==> config.mk <==
export PLATFORM = sky130hd
export DESIGN_NAME = id_hazard_ctrl
export DESIGN_NICKNAME = d
export VERILOG_FILES = /design/src/rtl/id_hazard_ctrl.sv
export SDC_FILE = /design/constraint.sdc
export NUM_CORES = 1
export LEC_CHECK = 0
export ABC_CLOCK_PERIOD_IN_PS = 2100
export BUFFER_PORTS_ARGS = -buffer_cell sky130_fd_sc_hd__buf_2
export CORE_MARGIN = 4
export CORE_UTILIZATION = 47
export DETAILED_ROUTE_END_ITERATION = 7
export GPL_TIMING_DRIVEN = 0
export PLACE_DENSITY = 0.88
export RECOVER_POWER = 100
export SYNTH_ARGS = -nofsm -noshare
export SYNTH_HDL_FRONTEND = slang
export SYNTH_SLANG_ARGS = --single-unit
==> constraint.sdc <==
create_clock -name clk -period 2.1 [get_ports clk]
set_input_delay 0.42 -clock clk [delete_from_list [all_inputs] [get_ports clk]]
set_output_delay 0.42 -clock clk [all_outputs]
set_load 0.03 [all_outputs]
==> src/rtl/id_hazard_ctrl.sv <==
// Decode-stage hazard and stall controller.
// Combines load-use detection against the EX (and optionally MEM) load
// stages, a post-issue AMO serialisation window and EX redirect flushing.
// Produces the IF/ID hold, the ID/EX bubble and the front-end flush, and
// keeps a saturating count of stalled cycles.
module id_hazard_ctrl #(
    parameter int NUM_SRC          = 2,
    parameter int REG_AW           = 5,
    parameter int LOAD_USE_DEPTH   = 1,
    parameter int AMO_STALL_CYCLES = 3,
    parameter int CNT_WIDTH        = 16
) (
    input  logic                      clk,
    input  logic                      arst_n,
    input  logic                      id_valid_in,
    input  logic [NUM_SRC*REG_AW-1:0] id_rs_in,
    input  logic [NUM_SRC-1:0]        id_rs_used_in,
    input  logic                      id_is_amo_in,
    input  logic                      ex_valid_in,
    input  logic [REG_AW-1:0]         ex_rd_in,
    input  logic                      ex_is_load_in,
    input  logic                      mem_valid_in,
    input  logic [REG_AW-1:0]         mem_rd_in,
    input  logic                      mem_is_load_in,
    input  logic                      redirect_in,
    input  logic                      clr_cnt_in,
    output logic                      stall_out,
    output logic                      bubble_out,
    output logic                      flush_out,
    output logic                      amo_busy_out,
    output logic [CNT_WIDTH-1:0]      stall_cnt_out
);

    // AMO window counter width; a zero-cycle window still needs one bit.
    localparam int AMO_CW = (AMO_STALL_CYCLES > 0) ? $clog2(AMO_STALL_CYCLES + 1) : 1;

    localparam logic [AMO_CW-1:0]    AMO_LOAD  = AMO_CW'(AMO_STALL_CYCLES);
    localparam logic [AMO_CW-1:0]    AMO_ONE   = AMO_CW'(1);
    localparam logic [AMO_CW-1:0]    AMO_ZERO  = '0;
    localparam logic [REG_AW-1:0]    REG_ZERO  = '0;
    localparam logic [CNT_WIDTH-1:0] CNT_MAX   = '1;
    localparam logic [CNT_WIDTH-1:0] CNT_ONE   = CNT_WIDTH'(1);
    localparam logic [CNT_WIDTH-1:0] CNT_ZERO  = '0;
    // MEM comparison only exists for a two-deep load pipeline.
    localparam logic                 CHECK_MEM = (LOAD_USE_DEPTH == 2) ? 1'b1 : 1'b0;

    // A downstream instruction that will write back load data to rd.
    function automatic logic load_dest_hit(
        input logic              valid,
        input logic              is_load,
        input logic [REG_AW-1:0] rd,
        input logic [REG_AW-1:0] rs
    );
        return valid & is_load & (rd == rs);
    endfunction

    // Saturating increment: the counter parks at all-ones.
    function automatic logic [CNT_WIDTH-1:0] sat_inc(input logic [CNT_WIDTH-1:0] v);
        logic [CNT_WIDTH-1:0] r;
        if (v == CNT_MAX) begin
            r = v;
        end else begin
            r = v + CNT_ONE;
        end
        return r;
    endfunction

    logic [NUM_SRC-1:0]   op_hit_s;
    logic                 hz_ld_s;
    logic                 amo_busy_s;
    logic                 stall_s;
    logic                 amo_issue_s;
    logic [AMO_CW-1:0]    amo_cnt_q;
    logic [AMO_CW-1:0]    amo_cnt_d;
    logic [CNT_WIDTH-1:0] stall_cnt_q;
    logic [CNT_WIDTH-1:0] stall_cnt_d;

    // Per-operand load-use match; x0 and unread operands never match.
    always_comb begin
        op_hit_s = '0;
        for (int i = 0; i < NUM_SRC; i++) begin
            op_hit_s[i] = id_rs_used_in[i]
                        & (id_rs_in[i*REG_AW +: REG_AW] != REG_ZERO)
                        & ( load_dest_hit(ex_valid_in, ex_is_load_in, ex_rd_in,
                                          id_rs_in[i*REG_AW +: REG_AW])
                          | (CHECK_MEM
                             & load_dest_hit(mem_valid_in, mem_is_load_in, mem_rd_in,
                                             id_rs_in[i*REG_AW +: REG_AW])));
        end
    end

    // Hazard qualified by a valid decode slot so an idle slot with
    // unknown register fields cannot raise a stall.
    assign hz_ld_s     = id_valid_in & (|op_hit_s);
    assign amo_busy_s  = (amo_cnt_q != AMO_ZERO);
    // Redirect outranks any stall: the decode slot is being flushed anyway.
    assign stall_s     = ~redirect_in & (hz_ld_s | amo_busy_s);
    // The AMO only counts as issued when it really leaves decode.
    assign amo_issue_s = id_valid_in & id_is_amo_in & ~stall_s & ~redirect_in;

    // AMO window next state: load on issue, otherwise run down to zero.
    // A running window is not touched by redirect since the AMO is older.
    always_comb begin
        amo_cnt_d = amo_cnt_q;
        if (amo_issue_s) begin
            amo_cnt_d = AMO_LOAD;
        end else if (amo_cnt_q != AMO_ZERO) begin
            amo_cnt_d = amo_cnt_q - AMO_ONE;
        end else begin
            amo_cnt_d = amo_cnt_q;
        end
    end

    // Stall performance counter next state: clear beats increment.
    always_comb begin
        stall_cnt_d = stall_cnt_q;
        if (clr_cnt_in) begin
            stall_cnt_d = CNT_ZERO;
        end else if (stall_s) begin
            stall_cnt_d = sat_inc(stall_cnt_q);
        end else begin
            stall_cnt_d = stall_cnt_q;
        end
    end

    // AMO window counter register.
    always_ff @(posedge clk or negedge arst_n) begin
        if (!arst_n) begin
            amo_cnt_q <= AMO_ZERO;
        end else begin
            amo_cnt_q <= amo_cnt_d;
        end
    end

    // Stall performance counter register.
    always_ff @(posedge clk or negedge arst_n) begin
        if (!arst_n) begin
            stall_cnt_q <= CNT_ZERO;
        end else begin
            stall_cnt_q <= stall_cnt_d;
        end
    end

    assign stall_out     = stall_s;
    assign bubble_out    = redirect_in | stall_s;
    assign flush_out     = redirect_in;
    assign amo_busy_out  = amo_busy_s;
    assign stall_cnt_out = stall_cnt_q;

endmodule

==> out/metrics.cfg <==
[status]
status=completed

[critical_path]
endpoint_kind=output port
path_common_cell=buf_6
slowest_stage=dfrtp_1
critical_path.cell_chain=inv_1, ha_2, nor2_1, a41oi_2, and2_4, buf_6, clkinvlp_4, buf_6
worstSetupPathType=reg -> out
critical_path_arrival_ps=1680
path_buf_inv=4
r2r_setup_slack_ps=90
rr_worst_depth=6
timing.rr.start=stall_cnt_out[2]
r2r-end=stall_cnt_out[9]
crit_path_start_kind=flip-flop
worstPathRequired_ps=1680
critPathMaxFanout=8
slowest_delay_ps=390
critical-path-top-delay-family=buffers and inverters

[detailed_routing]
vias_per_cell=5.67
firstDrtPassIters=6
dr_total_vias=1298
ant_nets=0
wl_per_cell_um=13.6
drt_iter0_drc=37
routed_wl_mm=3.12
drc_errors=0

[global_routing]
grt_pass1_wl_mm=5.04
grt-ovfl-total=0
use_met3_pct=5.45
met1_usage_pct=22.6
grt_pass1_vias=1206
use_met2_pct=30.6
top_usage_layer=met2
grt_usage_pct=18.7
antenna_found_initial=0
grt_max_degree=19

[clock_tree]
clock_path_buffers=2
cts_num_sinks=18
clock_latency_ps=300
root_buffer=clkbuf_4
cts_tree=done
cts.reportedPaths.clkPinSlew_ps=100
htreeDepth=1
numCtsBuffers=3

[hold_path]
hold_class=in -> async

[synth]
ys_seq_area_share_pct=36.3
synth_area_um2=1240
synth-warning-count=0
syn_inst=144
yosys_register_bits=18
ys_types=31
avgSynthCellArea_um2=8.62
syn-num-nets=178

[place]
dp_hpwl_mm=2.39
pre_cts_ws_ps=-294
io_buffer_count=44
dp_cells=218
place_congestion=0.812

[power_and_ir_drop]
powerDensity_nw_per_um2=642
cellLeakagePower_uw=0.000700
ir_worst_vdd_v=0.000432

[sta]
worst_slack_ps=1.33
skew_ps=7.25
finalCritPeriodShare_pct=99.9
rsz0062_at_grt=true
report.final.hold_viol_count=0
tightest_slew_ps=950
maxSlewHeadroom_pct=36.6
slew_violations=0
min_period_ps=2100
tns_ps=0
setup_viol=0
max_freq_mhz=476

[job]
maxCapViolCount=0

[floorplanning]
die_y_um=59.4
core_area_um2=2500
io_pins=52
die-area_um2=3530
fp.dieW_um=59.4
rows=18
initial_core_util_pct=49.6

[layout]
fin_util_pct=63.3
antenna_cells=0
stdcell_count=229
area_delta_synth_final_pct=27.5
layout-drive-gt1-share_pct=26.1
fin_nets=235

==> through the flow <==
step,power [uW],hold WS (ps),cell area (um2)
finish,1020,227,1580
global route,1090,308,1580
CTS,1020,40.0,1570
detailed placement,795,370,1500
global placement,788,368,1500
floorplan,686,124,1240
==> logic make-up after synthesis <==
| logic type | after synthesis | synth area share [%] |
|---|---|---|
| AND/OR/NAND/NOR | 70 | 29.8 |
| XOR/XNOR | 12 | 8.47 |
| adder cells (fa/ha/maj) | 2 | 2.02 |
| flip-flops | 18 | 36.3 |
| buffers and inverters | 10 | 4.54 |
| multiplexers | 5 | 4.44 |
| AO/OA/AOI/OAI | 27 | 14.4 |
==> Yosys cell counts <==
| master | number | area share (%) |
|---|---|---|
| o21ai_1 | 1 | 0.40 |
| xor2_1 | 9 | 6.4 |
| nor3_2 | 1 | 0.81 |
| buf_4 | 1 | 0.61 |
| mux2_2 | 4 | 3.6 |
| a21oi_1 | 11 | 4.4 |
| inv_1 | 4 | 1.2 |
| nand3_1 | 13 | 5.2 |
| nand2_1 | 12 | 3.6 |
| o31ai_1 | 6 | 3.6 |
| or4_1 | 7 | 4.2 |
| ha_1 | 2 | 2.0 |
| a41oi_2 | 1 | 1.3 |
| xnor2_1 | 3 | 2.1 |
| dfrtp_1 | 18 | 36 |
| a41oi_1 | 1 | 0.71 |
| o41ai_1 | 1 | 0.71 |
| or2_0 | 2 | 1.0 |
| a311oi_1 | 2 | 1.4 |
| nor4_1 | 2 | 1.0 |
| clkbuf_1 | 3 | 0.91 |
| nand4_1 | 3 | 1.5 |
| and2_4 | 1 | 0.71 |
| buf_6 | 2 | 1.8 |
| o21ai_0 | 3 | 1.2 |
| nor3_1 | 1 | 0.40 |
| a211oi_1 | 1 | 0.61 |
| nor2b_1 | 5 | 2.5 |
| and3_1 | 9 | 4.5 |
| nor2_1 | 14 | 4.2 |
| mux2i_1 | 1 | 0.81 |
==> per-layer routing <==
layer,wire length [um],share of wire [%],vias to the layer above
li1,-,-,645
met1,1260,40,611
met2,1610,52,35
met3,184,5.9,7
met4,60,1.9,0
met5,0,0,-
==> cell usage in the layout, fill, tap and decap left out, types with 7 or more instances in the layout <==
master	count
nor2_1	14
dfrtp_1	18
clkbuf_1	21
xor2_1	9
nand3_1	13
buf_4	7
or4_1	7
a21oi_1	11
nand2_1	12
and3_1	9
buf_2	24
==> flip-flops by register name, indices dropped and copies added (netlist names) <==
name           count
amo_cnt_q          2
stall_cnt_out     16
==> where the power goes <==
group,total (uW),internal [uW],switching (uW)
registers,403,379,23.5
clock network,175,67.0,108
logic,438,189,250
total,1020,635,381
==> cell type report <==
type                    count  area, um2
plain buffers               6       41.3
clock buffers               3       22.5
multi-input cells         116        748
inverters                   4       18.8
fillers                   219        917
well taps                  30       37.5
flip-flops and latches     18        450
repair buffers             52        264
==> how the worst max path moves through the flow <==
stage / startpoint / endpoint / slack, ps / cells after the start
floorplan: id_rs_in[4] / stall_cnt_out[14] / 20 / 8
global route: amo_cnt_q[1] / stall_out / -70 / 8
CTS: amo_cnt_q[1] / stall_out / 4 / 8
finish: amo_cnt_q[0] / stall_out / 1 / 8
detailed placement: ex_rd_in[2] / stall_cnt_out[9] / -290 / 9
global placement: ex_rd_in[2] / stall_cnt_out[9] / -260 / 9
==> repair_timing <==
item,in CTS,in global routing
setup endpoints to repair,2,9
hold buffers,0,0
resized for setup,4,6
hold endpoints to repair,0,0
pin swaps,0,1
buffers inserted,4,4
(Power assumes the default switching activity.)
